### src/rtl/hex_entry_pkg.sv
// Shared types and constants for the keypad hex-entry controller.
package hex_entry_pkg;

  localparam int DIGW = 4;
  localparam int NKEY = 19;

  typedef enum logic [1:0] {
    EMPTY,
    ENTRY,
    FULL,
    SUBMIT
  } state_t;

  typedef enum logic [2:0] {
    EV_NONE,
    EV_HEX,
    EV_BKSP,
    EV_ENTER,
    EV_CLR
  } ev_t;

endpackage

### src/rtl/key_event.sv
// Registers the 19 key lines, detects a fresh press from an all-idle sample
// and resolves simultaneous lines to a single prioritised event.
module key_event
  import hex_entry_pkg::*;
(
  input  logic        clk,
  input  logic        rst_n,
  input  logic [15:0] keys,
  input  logic        bksp,
  input  logic        enter,
  input  logic        clr,
  output ev_t         ev,
  output logic [3:0]  hex
);

  logic [NKEY-1:0] ksync;
  logic [NKEY-1:0] kprev;
  logic            fire;

  always_ff @(posedge clk or negedge rst_n) begin
    if (!rst_n) begin
      ksync <= '0;
      kprev <= '0;
    end else begin
      ksync <= {clr, enter, bksp, keys};
      kprev <= ksync;
    end
  end

  // Only a transition out of an all-released sample counts, so extra keys
  // joining an already-held chord never create a second event.
  assign fire = (|ksync) & ~(|kprev);

  always_comb begin
    ev  = EV_NONE;
    hex = '0;
    if (fire) begin
      if (ksync[18])      ev = EV_CLR;
      else if (ksync[17]) ev = EV_ENTER;
      else if (ksync[16]) ev = EV_BKSP;
      else begin
        ev = EV_HEX;
        for (int i = 0; i < 16; i++) begin
          if (ksync[i]) hex = 4'(i);
        end
      end
    end
  end

endmodule

### src/rtl/hex_entry_ctrl.sv
// Hex digit entry buffer with backspace, clear and a valid/ready submit port,
// fed by prioritised key events from key_event.
module hex_entry_ctrl
  import hex_entry_pkg::*;
#(
  parameter int NDIG = 8
) (
  input  logic        hz100,
  input  logic        reset,
  input  logic [15:0] keys,
  input  logic        bksp,
  input  logic        enter,
  input  logic        clr,
  output logic [31:0] disp_data,
  output logic [7:0]  digit_en,
  output logic [3:0]  count,
  output logic [15:0] bar,
  output logic        err,
  output logic [31:0] out_data,
  output logic        out_valid,
  input  logic        out_ready
);

  localparam logic [3:0]  NDIG_C   = 4'(NDIG);
  localparam logic [31:0] DIG_MASK = 32'((64'd1 << (DIGW * NDIG)) - 64'd1);

  state_t      state;
  logic [31:0] buf_q;
  logic [3:0]  cnt;
  ev_t         ev;
  logic [3:0]  hex;
  logic [31:0] pushed;
  logic [31:0] popped;

  key_event u_keys (
    .clk   (hz100),
    .rst_n (reset),
    .keys  (keys),
    .bksp  (bksp),
    .enter (enter),
    .clr   (clr),
    .ev    (ev),
    .hex   (hex)
  );

  assign pushed = {buf_q[31-DIGW:0], hex} & DIG_MASK;
  assign popped = {{DIGW{1'b0}}, buf_q[31:DIGW]};

  // Clear outranks everything, including a handshake completing on the same edge.
  always_ff @(posedge hz100 or negedge reset) begin
    if (!reset) begin
      state     <= EMPTY;
      buf_q     <= '0;
      cnt       <= '0;
      err       <= 1'b0;
      out_data  <= '0;
      out_valid <= 1'b0;
    end else begin
      err <= 1'b0;
      if (ev == EV_CLR) begin
        state     <= EMPTY;
        buf_q     <= '0;
        cnt       <= '0;
        out_valid <= 1'b0;
      end else begin
        case (state)
          EMPTY: begin
            if (ev == EV_HEX) begin
              buf_q <= pushed;
              cnt   <= cnt + 4'd1;
              state <= (NDIG_C == 4'd1) ? FULL : ENTRY;
            end else if (ev == EV_BKSP || ev == EV_ENTER) begin
              err <= 1'b1;
            end
          end
          ENTRY: begin
            if (ev == EV_HEX) begin
              buf_q <= pushed;
              cnt   <= cnt + 4'd1;
              state <= (cnt == NDIG_C - 4'd1) ? FULL : ENTRY;
            end else if (ev == EV_BKSP) begin
              buf_q <= popped;
              cnt   <= cnt - 4'd1;
              state <= (cnt == 4'd1) ? EMPTY : ENTRY;
            end else if (ev == EV_ENTER) begin
              out_data  <= buf_q;
              out_valid <= 1'b1;
              state     <= SUBMIT;
            end
          end
          FULL: begin
            if (ev == EV_HEX) begin
              err <= 1'b1;
            end else if (ev == EV_BKSP) begin
              buf_q <= popped;
              cnt   <= cnt - 4'd1;
              state <= (cnt == 4'd1) ? EMPTY : ENTRY;
            end else if (ev == EV_ENTER) begin
              out_data  <= buf_q;
              out_valid <= 1'b1;
              state     <= SUBMIT;
            end
          end
          SUBMIT: begin
            if (out_ready) begin
              out_valid <= 1'b0;
              buf_q     <= '0;
              cnt       <= '0;
              state     <= EMPTY;
            end
          end
        endcase
      end
    end
  end

  assign disp_data = buf_q;
  assign count     = cnt;

  always_comb begin
    digit_en = '0;
    bar      = '0;
    for (int i = 0; i < 8; i++) begin
      digit_en[i] = (i < int'(cnt));
    end
    for (int i = 0; i < 16; i++) begin
      bar[i] = (i < 2 * int'(cnt));
    end
  end

endmodule

### config.mk
export PLATFORM = sky130hd
export DESIGN_NAME = hex_entry_ctrl
export DESIGN_NICKNAME = d
export VERILOG_FILES = /design/src/rtl/hex_entry_pkg.sv /design/src/rtl/key_event.sv /design/src/rtl/hex_entry_ctrl.sv
export SDC_FILE = /design/constraint.sdc
export NUM_CORES = 1
export LEC_CHECK = 0
export BUFFER_PORTS_ARGS = -buffer_cell sky130_fd_sc_hd__clkbuf_2
export CAP_MARGIN = 10
export CORE_MARGIN = 3
export CORE_UTILIZATION = 54
export DETAILED_ROUTE_END_ITERATION = 7
export PLACE_DENSITY = 0.8
export SYNTH_ARGS = -nofsm -noshare
export SYNTH_HDL_FRONTEND = slang
export SYNTH_SLANG_ARGS = --single-unit
### constraint.sdc
create_clock -name hz100 -period 2.8 [get_ports hz100]
set_input_delay 0.14 -clock hz100 [delete_from_list [all_inputs] [get_ports hz100]]
set_output_delay 0.14 -clock hz100 [all_outputs]
set_load 0.05 [all_outputs]
**Yosys cells after proc, flatten, opt, wreduce, memory -nomap -nowiden**

Cells that the tools add are included.
W data, S select, Z words.

- Bits in latches: 0
- Input bits: 22
- Output and inout bits: 94
- Memories kept: 0
- Logic and storage cells: 121
- Memory bits (writable): 0
- Register bits after elaboration: 110
- Memory bits (read-only): 0

- Multiply operators: 0
- Bitwise logic cells: 5
- Equal/unequal tests: 15
- Add/subtract/negate cells: 2
- Reduce and logical (&&, ||, !) cells: 9
- Divide/modulo/power cells: 0
- Magnitude comparators: 24
- Shifts and indexed selects: 0
- Multiplexer cells: 58

Operators with widths:

| operator | count |
|---|---|
| $mux W32 | 6 |
| $pmux W32 S4 | 1 |
| $mux W4 | 18 |
| $lt A4 B5 Y1 const A | 8 |
| $reduce_or A19 Y1 | 2 |
| $mux W2 | 11 |
| $mux W3 | 7 |
| $lt A3 B5 Y1 const A | 4 |
| $lt A3 B4 Y1 const A | 4 |
| $pmux W4 S4 | 1 |
| $ne A3 B3 Y1 const B | 5 |
| $mux W1 | 11 |
| $lt A1 B5 Y1 const A | 2 |
| $lt A2 B5 Y1 const A | 2 |
| $reduce_and A5 Y1 | 2 |
| $lt A1 B4 Y1 const A | 2 |
| $lt A2 B4 Y1 const A | 2 |
| $pmux W2 S4 | 1 |
| $eq A3 B2 Y1 const B | 2 |
| $add A4 B1 Y4 const B | 1 |
| $eq A2 B2 Y1 const B | 2 |
| $eq A4 B1 Y1 const B | 1 |
| $eq A4 B3 Y1 const B | 1 |
| $not A1 Y1 | 4 |
| other kinds (12) | 13 |

**Logic depth before layout (Yosys ltp)**

Gate-level depths: netlist of the first run.

- Depth after elaboration: 22
- Depth in mapped cells: 9
- Gate-level depth less buffers: 8

**Hierarchy**

From an unflattened synthesis of the first run, not the netlist that was laid out.

- Cell total of the unflattened synthesis: 420
- Area, all modules: 5226.3 um^2

Modules (own cells, without submodules):

| module | cells an instance | times used | area an instance (um^2) | sequential area each (um^2) |
|---|---|---|---|---|
| hex_entry_ctrl | 338 | 1 | 4017.6 | 1801.7 |
| key_event | 82 | 1 | 1208.7 | 950.9 |

**Least setup slack after synthesis of the first run**

OpenSTA, ideal clock, no wires.

- Path type: register to register
- From: register u_keys.ksync[9]
- To: register buf_q[11], in the netlist disp_data[11]
- Slack: 428 ps
- Period minus slack after synthesis: 2372 ps
- Stages on the path, launching flop included: 9
- Arrival time: 2298 ps
- Buffers on the path: 2
- Cell sequence: dfrtp_1 or4_4 nand2b_4 o2111a_1 buf_6 nor4b_4 buf_6 a22oi_1 o21ai_2

- Word-level cells in the longest chain between the ends: 8
- Elaborated cells between the ends (all ways): 15

Ends and longest elaborated chain:

| what | line | source |
|---|---|---|
| start: declaration | key_event.sv:16 | `logic [NKEY-1:0] ksync;` |
| start signal: assignment | key_event.sv:25 | `ksync <= {clr, enter, bksp, keys};` |
| $reduce_or A19 Y1 * | key_event.sv:32 | `assign fire = (\|ksync) & ~(\|kprev);` |
| $and A1 B1 Y1 * | key_event.sv:32 |  |
| $mux W3 * | key_event.sv:37 | `if (fire) begin` |
| $eq A3 B2 Y1 | hex_entry_ctrl.sv:81, hex_entry_ctrl.sv:94 |  |
| $mux W32 | -- |  |
| $mux W32, on equally long branches | -- |  |
| $pmux W32 S4 | hex_entry_ctrl.sv:66 | `case (state)` |
| $mux W32 | hex_entry_ctrl.sv:60 | `if (ev == EV_CLR) begin` |
| end signal: assignment | hex_entry_ctrl.sv:69 | `buf_q <= pushed;` |
| end signal: assignment | hex_entry_ctrl.sv:78 | `buf_q <= pushed;` |
| end signal: assignment | hex_entry_ctrl.sv:82 | `buf_q <= popped;` |
| end: declaration | hex_entry_ctrl.sv:28 | `logic [31:0] buf_q;` |

Mark *: on every way between the ends. The rest lies on a longest branch, timed or not. The select of a mux whose other input is x is not followed.
A chain may end at the register's enable or synchronous reset.

**Worst setup path in the final report of the first run**

- From: register u_keys.ksync[5]
- To: register buf_q[13], in the netlist disp_data[13]

Same word-level chain as after synthesis.

==> results of run 1 <==
[flip-flops by register name, summed over array words and instances (netlist names)]
| signal | cells |
|---|---|
| out_data | 32 |
| u_keys.kprev | 19 |
| out_valid | 1 |
| count | 4 |
| u_keys.ksync | 19 |
| state | 2 |
| err | 1 |
| disp_data | 32 |
[worst register-to-register path, stage by stage, from the launching register on]
cell and delay [ns]:
dfrtp_1 0.42, nor4_1 0.43, nand4_1 0.36, o2111a_1 0.51, nor3_2 0.35, a211oi_4 0.12, buf_12 0.19, o21ai_2 0.16
[cells by family (layout without fill, tap and decap cells)]
family | count (synthesis) | in the layout | synth area share, %
buf+inv | 82 | 206 | 8.31
fa+ha+maj | 7 | 7 | 1.78
compound gates | 148 | 148 | 21.0
mux | 5 | 5 | 1.04
simple gates | 110 | 110 | 11.8
flops | 110 | 110 | 56.1
[through the flow]
stage / util [%] / power (mW) / worst slack, ns / cells / hold WS, ns
after floorplan: - / 2.39 / 0.428 / 462 / -0.156
after global placement: 63.3 / 2.64 / 0.327 / 659 / 0.107
after detailed placement: 63.3 / 2.66 / 0.220 / 659 / 0.116
after CTS: 67.5 / 3.53 / 0.175 / 694 / 0.155
after global routing: 67.6 / 3.69 / 0.0158 / 694 / 0.180
final: 67.6 / 3.51 / 0.196 / 694 / 0.154
[repair_timing]
action	in CTS	in global routing
setup endpoints to repair	0	1
resized for setup	0	1
hold buffers	20	0
buffers inserted	0	0
hold endpoints to repair	51	0
[final timing paths]
path | start | end | slack (ns) | cells past startpoint
min in group asynchronous | reset | out_data[31] | 0.25 | 2
hold reg to reg | u_keys.ksync[0] | u_keys.kprev[0] | 0.39 | 0
setup reg to reg | u_keys.ksync[5] | disp_data[13] | 0.20 | 7
setup / recovery | u_keys.ksync[5] | disp_data[13] | 0.20 | 7
hold / removal | out_ready | out_valid | 0.15 | 4
max in group asynchronous | reset | u_keys.ksync[11] | 1.78 | 3
[cell usage after synthesis (all sizes together), types with 2 or more instances]
| cell | n |
|---|---|
| nor4 | 10 |
| a31oi | 2 |
| o211a | 2 |
| o2bb2ai | 2 |
| or3 | 4 |
| a211oi | 4 |
| clkbuf | 13 |
| a22o | 3 |
| o211ai | 2 |
| nor2b | 5 |
| nor4b | 2 |
| nand2b | 5 |
| ha | 7 |
| dfrtp | 110 |
| o2111a | 2 |
| o31ai | 2 |
| buf | 26 |
| nand2 | 44 |
| nor2 | 17 |
| o2111ai | 3 |
| a21o | 3 |
| or2 | 2 |
| nand3 | 4 |
| inv | 43 |
| nand4 | 3 |
| o221ai | 2 |
| mux2i | 4 |
| o21ai | 76 |
| a22oi | 29 |
| a21oi | 5 |
| nor3 | 11 |
[layer usage]
layer  global-route usage (%)  vias to the layer above  part of all wire [%]
li1                         -                     1848                     -
met1                     32.4                     1936                    43
met2                     38.7                      147                    50
met3                     3.31                       17                   5.2
met4                     6.24                        0                   1.5
met5                        0                        -                     0
[layout make-up]
cell class / instances / area [um2] / share of cell area (%)
Tap cell: 108 / 135 / 2.28
Timing Repair Buffer: 148 / 926 / 15.6
Clock buffer: 10 / 128 / 2.16
Inverter: 43 / 161 / 2.73
Multi-Input combinational cell: 270 / 1770 / 30.0
Sequential cell: 110 / 2750 / 46.5
Clock inverter: 5 / 45.0 / 0.761
[power breakdown]
group / total, mW / switching [mW] / internal, mW / leakage (nW)
logic: 0.939 / 0.649 / 0.290 / 1.27
clock network: 0.857 / 0.526 / 0.331 / 0.0844
registers: 1.72 / 0.0763 / 1.64 / 1.44
total: 3.51 / 1.25 / 2.26 / 2.79
==> impl_results.md, run 1 <==
- Status: finished clean
- Worst endpoint required time: between 3 and 4 ns
- Number of global-route vias before repair: 3864
- Worst-path cell chain: nor4_1 > nand4_1 > o2111a_1 > nor3_2 > a211oi_4 > buf_12 > o21ai_2
- H-Tree Depth: 3
- DIE HEIGHT: ~100 um
- Fin Setup TNS: 0 ns
- PortBufs: 115
- Synthesized instance count: about 460
- HP Class: in -> reg
- Crit path capture type: flop
- Max cap viols: 0
- Yosys top cell by area: dfrtp_1
- Cell Rows: 34
- Worst-Margin Slew: between 0.5 and 0.6 ns
- Post-route ant nets: 0
- Peak supply drop: between 0.3 and 0.4 mV
- FILL cells: 685
- Design area: approximately 5900 um2
- Die ar.: roughly 10000 um2
- Drt drc: 0
- Post-synthesis cell area: ~4900 um2
- CTS Buf Count: 9
- Sink Count: 110
- Yosys top cell area share: a little under three fifths
- Detailed Place HPWL: between 8 and 9 mm
- Critical path peak fanout: 33
- Ys async rst share: between 90% and 100%
- Worst Path Buf+Inv: 1
- Sequential fraction of the synthesis area: roughly 56%
- Critical Path Slowest Stage Cell: o2111a_1
- Core Footprint: just under 9000 um2
- Clock slew seen by the registers of the worst setup and hold paths: around 0.11 ns
- Max stage delay on crit path: 0.51 ns
- Tot GR Track Use: between 20% and 30%
- CTS tree: done
- Distinct cells, synth: 58
- F_max: between 0.3 and 0.4 GHz
- Cell family with most CP delay: simple AND/OR/NAND/NOR gates
- First-pass GRT wire length: between 15 and 20 mm
- Area Growth Syn to Fin: 20.6%
- Yosys reg bits: between 100 and 150
- First-pass DRT Iterations: 4
- Initial antenna violation count: 0
- Antenna cells: 0
- CTS root buf: clkbuf_8
- GRT overflow: 0
- Syn Nets: 491
- Period utilization: between 90% and 100%
- Number of synthesized flops with an enable pin: 0
- Synthesis Warnings: 0
- CP Class: reg -> reg
- Slew Viols, Final: 0
- Gp weighted congestion: around 0.92
- Share of post-route cells with drive strength above 1: between 20% and 30%
- Hold Vio Cnt, Final: 0
- Arr. time, crit path: between 2 and 3 ns
- Vias: a little under 4k
- Crit start category: flop
- Initial core utilization: a little under three fifths
- RSZ-0062 raised after global routing: false
- Post-synth top flop: dfrtp_1
- Total Routed Length: 11.6 mm
- WL/cell: around 17 um
- Fin nets: a little over 600
- Static Leak: around 2.8 nW
- DRT iter0 DRCs: ~240
- Min Tclk post-route: between 2 and 3 ns
- Commonest non-fill, non-tap cell in the layout: clkbuf_2
- Layout Skew: around 0.016 ns
- Setup violators final: 0
- Drt via density: 5.69
- Area post-placement: approximately 5500 um2
- Worst skew pair latency: about 0.36 ns
- Ports: around 120
- Synth Area per Inst: between 10 and 15 um2
- Pin count of the biggest net entering global routing: 79
- Total power per unit cell area: 593 nW/um2
- Relative slew slack: about three fifths
- Synth top area cells: dfrtp_1 56%, a22oi_1 4.4%, o21ai_0 4.4%, o21ai_2 3.6%, nand2_1 3.4%
- Chip width: ~100 um
- Clock Path Buffers: 2
- Most frequent cells in the layout: 114 x clkbuf_2, 110 x dfrtp_1, 44 x nand2_1
(Power assumes the default switching activity.)
==> run 2, diff against run 1 <==
Settings changed: PLACE_DENSITY 0.8 to 0.9.
==> run 2 against run 1 <==
Effect of this change: first-iteration DRC count up 24%; combinational power down 0.5%; design area up 0.40%; critical path depth unchanged; sequential share of layout area down 0.19 points; clock power up 8.8%; global-route usage up 0.51 points; hold slack worse by 0.032 ns; largest cell class unchanged; largest power group unchanged.
==> impl_results.md, run 2 (synthesis gave the netlist of run 1 again) <==
- Clock Path Buffers: 2 (unchanged)
- Sink Count: 110 (unchanged)
- Initial antenna violation count: 0 (unchanged)
- CTS root buf: clkbuf_8 (unchanged)
- Area post-placement: 5550 um2 (unchanged)
- Crit path capture type: flop (unchanged)
- Total power per unit cell area: 604 nW/um2 (was 593 nW/um2)
- Fin util: 67.8% (was 67.6%)
- Layer carrying the most global-route usage: met2 (unchanged)
- Share of post-route cells with drive strength above 1: 30.0% (was 29.7%)
- Arr. time, crit path: 2.80 ns (was 2.88 ns)
- Design area: 5950 um2 (was 5920 um2)
- DRT iter0 DRCs: 302 (was 243)
- WL/cell: 17.1 um (was 16.7 um)
- CTS tree: done (unchanged)
- Setup bufs post-CTS: 0 (unchanged)
- Static Leak: 2.81 nW (was 2.79 nW)
- Commonest non-fill, non-tap cell in the layout: clkbuf_2 (unchanged)
- Pin count of the biggest net entering global routing: 64 (was 79)
- Total Routed Length: 11.9 mm (was 11.6 mm)
- Antenna cells: 0 (unchanged)
- Die ar.: 10300 um2 (unchanged)
- Relative slew slack: 48.9% (was 61.4%)
- DIE HEIGHT: 101 um (unchanged)
- Crit start category: flop (unchanged)
- Drt via density: 5.74 (was 5.69)
- Peak supply drop: 0.406 mV (was 0.396 mV)
- Slew Viols, Final: 0 (unchanged)
- Cell Rows: 34 (unchanged)
- Tot GR Track Use: 23.8% (was 23.3%)
- Setup violators final: 0 (unchanged)
- H-Tree Depth: 3 (unchanged)
- Vias: 3986 (was 3948)
- Status: finished clean (unchanged)
- Max cap viols: 0 (unchanged)
- Clock slew seen by the registers of the worst setup and hold paths: 0.11 ns (about the same)
- Worst skew pair latency: 0.37 ns (was 0.36 ns)
- FILL cells: 656 (was 685)
- Gp weighted congestion: 0.918 (was 0.920)
- Ports: 116 (unchanged)
- First-pass GRT wire length: 19.3 mm (was 19.0 mm)
- Min Tclk post-route: 2.51 ns (was 2.60 ns)
- CTS Buf Count: 9 (unchanged)
- HP Class: in -> reg (unchanged)
- Layout Skew: 0.0176 ns (was 0.0163 ns)
- Period utilization: 89.7% (was 93.0%)
- Core Footprint: 8760 um2 (unchanged)
- PortBufs: 115 (unchanged)
- Fin nets: 611 (unchanged)
- Worst-Margin Slew: 0.766 ns (was 0.573 ns)
- Chip width: 101 um (unchanged)
- Area Growth Syn to Fin: 21.1% (was 20.6%)
- Met2 Use GR: 39.0% (was 38.7%)
- Met1 Resource Use GR: 32.4% (about the same)
- RSZ-0062 raised after global routing: false (unchanged)
- First-pass DRT Iterations: 5 (was 4)
- Detailed Place HPWL: 8.31 mm (about the same)
- Post-route ant nets: 0 (unchanged)
- Tot Pwr: 3.59 mW (was 3.51 mW)
- Number of global-route vias before repair: 3835 (was 3864)
- Hold_ws: 0.122 ns (was 0.154 ns)
- Most frequent cells in the layout: 114 x clkbuf_2, 110 x dfrtp_1, 44 x nand2_1 (unchanged)
- GRT overflow: 0 (unchanged)
- F_max: 0.398 GHz (was 0.384 GHz)
- Drt drc: 0 (unchanged)
- Worst endpoint required time: 3.09 ns (was 3.08 ns)
- CP Class: reg -> reg (unchanged)
- Hold Vio Cnt, Final: 0 (unchanged)
- Fin Setup TNS: 0 ns (unchanged)
- Grt met3 use: 4.96% (was 3.31%)
- Critical path peak fanout: 33 (unchanged)
- Initial core utilization: 56.0% (unchanged)
==> run 2: stage by stage <==
stage / std cells / setup slack, ns
after floorplan: 462 / 0.428
after global routing: 695 / 0.0326
after detailed placement: 659 / 0.205
after CTS: 695 / 0.162
final: 695 / 0.287
after global placement: 659 / 0.362
==> run 2: worst max-delay path, cell delays in order (launching register included) <==
cell and delay, ns:
dfrtp_1 0.43, nor4_1 0.42, nand4_1 0.33, o2111ai_2 0.43, mux2i_2 0.39, a211oi_4 0.07
buf_12 0.19, o21ai_1 0.16
==> run 2: path summary, 6_finish.rpt <==
kind	start	to	slack [ns]	cells after the start
max in group asynchronous	reset	u_keys.ksync[18]	1.67	3
min	out_ready	out_valid	0.12	4
max reg2reg	u_keys.ksync[5]	disp_data[3]	0.29	7
min reg2reg	u_keys.ksync[0]	u_keys.kprev[0]	0.41	0
min in group asynchronous	reset	out_data[27]	0.38	2
max	u_keys.ksync[5]	disp_data[3]	0.29	7
==> run 2: cell type report <==
type / instances / area (um2) / area share [%]
Clock inverter: 5 / 53.8 / 0.905
Timing Repair Buffer: 148 / 926 / 15.6
Sequential cell: 110 / 2750 / 46.3
Inverter: 43 / 161 / 2.71
Clock buffer: 11 / 141 / 2.38
Multi-Input combinational cell: 270 / 1780 / 29.9
Tap cell: 108 / 135 / 2.27
==> run 2: per-layer routing <==
| layer | share of wire (%) | up-vias |
|---|---|---|
| met2 | 48 | 191 |
| met5 | 0 | - |
| met1 | 43 | 1928 |
| met4 | 2.0 | 0 |
| li1 | - | 1849 |
| met3 | 6.7 | 18 |
==> run 2: report_power, final <==
group / internal [mW] / switching (mW) / leakage (nW)
clock: 0.369 / 0.563 / 0.0988
combinational: 0.290 / 0.644 / 1.28
sequential: 1.64 / 0.0820 / 1.44
total: 2.30 / 1.29 / 2.81
==> run 2: timing repair <==
| item | in CTS | in global routing |
|---|---|---|
| hold buffers | 20 | 0 |
| endpoints found under the setup margin | 0 | 27 |
| gates resized for setup | 0 | 2 |
| endpoints found under the hold margin | 76 | 0 |
==> run 3, diff against run 2 <==
Settings changed: SYNTH_HIERARCHICAL from default to 1.
==> run 3 against run 2 <==
Effect of this change: the flow now finishes with violations (hold timing); die area is 6.1% higher; cell count is 2.2% lower; critical path depth grew 3; global-route usage is 1.6 points lower; core utilization increased by 0.91 points; sequential share of layout area is 3.3 points lower; critical path type unchanged; largest cell class unchanged; largest power group is now combinational cells.
==> impl_results.md, run 3 <==
- Clock share of power: 21.1% (was 26.0%)
- Design area: 6410 um2 (was 5950 um2)
- Ys async rst share: 100% (unchanged)
- Synthesized instance count: 420 (was 462)
- Slew Viols, Final: 0 (unchanged)
- CTS tree: done (unchanged)
- Detailed Place HPWL: 7.83 mm (was 8.31 mm)
- Int Power: 2.62 mW (was 2.30 mW)
- Sink Count: 110 (unchanged)
- Share of power burned in registers: 36.3% (was 48.0%)
- DIE HEIGHT: 104 um (was 101 um)
- GRT overflow: 0 (unchanged)
- Distinct cells, synth: 55 (was 58)
- Cells after DPL: 635 (was 659)
- Switch share: 45.9% (was 35.9%)
- Fin util: 68.8% (was 67.8%)
- Relative slew slack: 28.0% (was 48.9%)
- Core Footprint: 9330 um2 (was 8760 um2)
- Most frequent cells in the layout: 114 x clkbuf_2, 108 x dfrtp_1, 32 x mux2_2 (was 114 x clkbuf_2, 110 x dfrtp_1, 44 x nand2_1)
- Post-synthesis cell area: 5230 um2 (was 4910 um2)
- Post-route ant nets: 0 (unchanged)
- Static Leak: 3.04 nW (was 2.81 nW)
- First-pass GRT wire length: 20.0 mm (was 19.3 mm)
- F_max: 0.370 GHz (was 0.398 GHz)
- Most used cell, CP: buf_4
- Area post-placement: 5830 um2 (was 5550 um2)
- Worst Path Buf+Inv: 2 (was 1)
- Ports: 116 (unchanged)
- Post-synth top flop: dfrtp_1 (unchanged)
- CP Class: reg -> reg (unchanged)
- Combinational fraction of design power: 42.6% (was 26.0%)
- Max cap viols: 0 (unchanged)
- Synth top area cells: dfrtp_1 53%, mux2_2 6.9%, mux2i_1 5.6%, a22o_1 5.2%, o2bb2ai_1 4.7% (was dfrtp_1 56%, a22oi_1 4.4%, o21ai_0 4.4%, o21ai_2 3.6%, nand2_1 3.4%)
- DRT iter0 DRCs: 221 (was 302)
- Simple-gate share of the synthesized area: 9.60% (was 11.8%)
- Reg2Reg Depth: 10 (was 7)
- Hold Vio Cnt, Final: 55 (was 0)
- Syn Nets: 449 (was 491)
- Yosys top cell by area: dfrtp_1 (unchanged)
- Arr. time, crit path: 2.97 ns (was 2.80 ns)
- Peak supply drop: 0.763 mV (was 0.406 mV)
- Worst endpoint required time: 3.07 ns (was 3.09 ns)
- Total Routed Length: 12.2 mm (was 11.9 mm)
- Synth Area in Adders: 1.68% (was 1.78%)
- Cell Rows: 35 (was 34)
- Worst slack, placed: -0.0352 ns (was 0.205 ns)
- Sequential fraction of the synthesis area: 52.7% (was 56.1%)
- Max stage delay on crit path: 0.46 ns (was 0.43 ns)
- Synth Area per Inst: 12.4 um2 (was 10.6 um2)
- Largest family of logic cells by synthesized area: compound AO/OA/AOI/OAI gates (unchanged)
- Crit start category: flop (unchanged)
- Initial core utilization: 56.0% (about the same)
- HP Class: in -> async (was in -> reg)
- First-pass DRT Iterations: 4 (was 5)
- Clock slew seen by the registers of the worst setup and hold paths: 0.11 ns (about the same)
- Violated checks: hold timing
- Number of global-route vias before repair: 3975 (was 3835)
- Vias: 4024 (was 3986)
- Psw: 2.22 mW (was 1.29 mW)
- Worst skew pair latency: 0.37 ns (about the same)
- Fin cells: 680 (was 695)
- Yosys top cell area share: 52.7% (was 56.1%)
- Critical path peak fanout: 7 (was 33)
- PortBufs: 115 (unchanged)
- Synthesis Warnings: 6 (was 0)
- Fin nets: 575 (was 611)
- Pin count of the biggest net entering global routing: 87 (was 64)
- Multiplexer area fraction after synthesis: 12.4% (was 1.04%)
- Synth top cells by count: 110 x dfrtp_1, 32 x mux2_2, 31 x a22o_1 (was 110 x dfrtp_1, 44 x nand2_1, 43 x inv_1, 43 x o21ai_0, 29 x a22oi_1)
- Tot Pwr: 4.84 mW (was 3.59 mW)
- WP depth: 10 (was 7)
- Commonest non-fill, non-tap cell in the layout: clkbuf_2 (unchanged)
- Status: finished, violations left (was finished clean)
- Layout Skew: 0.0126 ns (was 0.0176 ns)
- H-Tree Depth: 3 (unchanged)
- Multi-input logic area: 2190 um2 (was 1780 um2)
- Antenna cells: 0 (unchanged)
- FILL cells: 671 (was 656)
- Crit path capture type: flop (unchanged)
- Drt via density: 5.92 (was 5.74)
- Clock Path Buffers: 2 (unchanged)
- CTS Buf Count: 9 (unchanged)
- Number of synthesized flops with an enable pin: 0 (unchanged)
- Worst-path cell chain: nor4_4 > nand4_1 > a21oi_2 > nor3_2 > buf_4 > nor3b_4 > buf_4 > nor4b_2 > o221ai_1 > a32o_1 (was nor4_1 > nand4_1 > o2111ai_2 > mux2i_2 > a211oi_4 > buf_12 > o21ai_1)
- Die ar.: 10900 um2 (was 10300 um2)
- WL/cell: 18.0 um (was 17.1 um)
- Area Growth Syn to Fin: 22.7% (was 21.1%)
- Critical Path Slowest Stage Cell: dfrtp_2 (was dfrtp_1)
- Reg area: 2760 um2 (was 2750 um2)
- Top-count cell post-synth: dfrtp_1 (unchanged)
- Cell family with most CP delay: simple AND/OR/NAND/NOR gates (unchanged)
- Min Tclk post-route: 2.70 ns (was 2.51 ns)
- Worst-Margin Slew: 1.08 ns (was 0.766 ns)
- Period utilization: 96.5% (was 89.7%)
- Hold_ws: -0.0601 ns (was 0.122 ns)
- CTS root buf: clkbuf_8 (unchanged)
- Final setup margin: 0.0979 ns (was 0.287 ns)
- XOR/XNOR share of the synthesized area: 0% (unchanged)
- Tot GR Track Use: 22.2% (was 23.8%)
- Setup violators final: 0 (unchanged)
- Gp weighted congestion: 0.892 (was 0.918)
- Drt drc: 0 (unchanged)
- Chip width: 104 um (was 101 um)
- Total power per unit cell area: 755 nW/um2 (was 604 nW/um2)
- Initial antenna violation count: 0 (unchanged)
- Share of post-route cells with drive strength above 1: 39.0% (was 30.0%)
- Compound-cell area share of the yosys netlist: 16.6% (was 21.0%)
- Yosys reg bits: 110 (unchanged)
## run 3: cells by family (layout without fill, tap and decap cells)
family,count (synthesis),in the layout
AND/OR/NAND/NOR,79,79
adder cells (fa/ha/maj),7,7
buffers and inverters,58,189
multiplexers,61,61
AO/OA/AOI/OAI,105,105
flip-flops,110,110
## run 3: final timing paths
path,from,endpoint,slack (ns)
worst max-delay path,u_keys/ksync[14],count[3],0.1
worst min-delay path,reset,err,-0.06
worst max register to register,u_keys/ksync[14],count[3],0.1
worst min register to register,u_keys/ksync[0],u_keys/kprev[0],0.40
max in group asynchronous,reset,u_keys/ksync[14],2.02
min in group hz100,out_ready,out_valid,0.12
## run 3: cell type report
type | count | share of cell area [%]
Sequential cell | 110 | 43.0
Multi-Input combinational cell | 252 | 34.1
Timing Repair Buffer | 160 | 16.3
Tap cell | 129 | 2.52
Clock buffer | 10 | 2.15
Clock inverter | 6 | 1.19
Inverter | 13 | 0.761
## run 3: power by group through the flow
stage          sequential [mW]  combinational [mW]  clock [mW]
3_3_place_gp              1.78                1.96           0
5_1_grt                   1.77                2.18        1.11
2_1_floorplan             1.82                1.68           0
4_1_cts                   1.75                2.02        1.04
6_report                  1.76                2.07        1.02
3_5_place_dp              1.78                1.99           0
## run 3: layer usage
layer / wire [um] / global-route usage [%] / share of wire, % / vias up
li1: - / - / - / 1823
met2: 6450 / 38.6 / 53 / 163
met3: 649 / 3.91 / 5.3 / 25
met4: 198 / 5.89 / 1.6 / 0
met5: 0 / 0 / 0 / -
met1: 4940 / 28.6 / 40 / 2013
## run 3: what timing repair did
action | CTS | global route
buffers inserted | 0 | 9
pin swaps | 0 | 5
cloned | 0 | 1
setup endpoints to repair | 30 | 35
hold buffers | 19 | 0
gates resized for setup | 4 | 15
hold endpoints to repair | 19 | 0
## run 3: metrics by stage
stage | hold WS, ns | setup TNS (ns)
finish | -0.0601 | 0
global route | 0.0449 | -0.0901
floorplan | -0.156 | 0
detailed placement | 0.250 | -0.373
global placement | 0.248 | 0
CTS | 0.00646 | 0
## run 3: worst register-to-register path: stages (launching register included)
cell and delay [ns]:
dfrtp_2 0.46, nor4_4 0.34, nand4_1 0.20, a21oi_2 0.20, nor3_2 0.08, buf_4 0.17
nor3b_4 0.27, buf_4 0.17, nor4b_2 0.25, o221ai_1 0.18, a32o_1 0.29
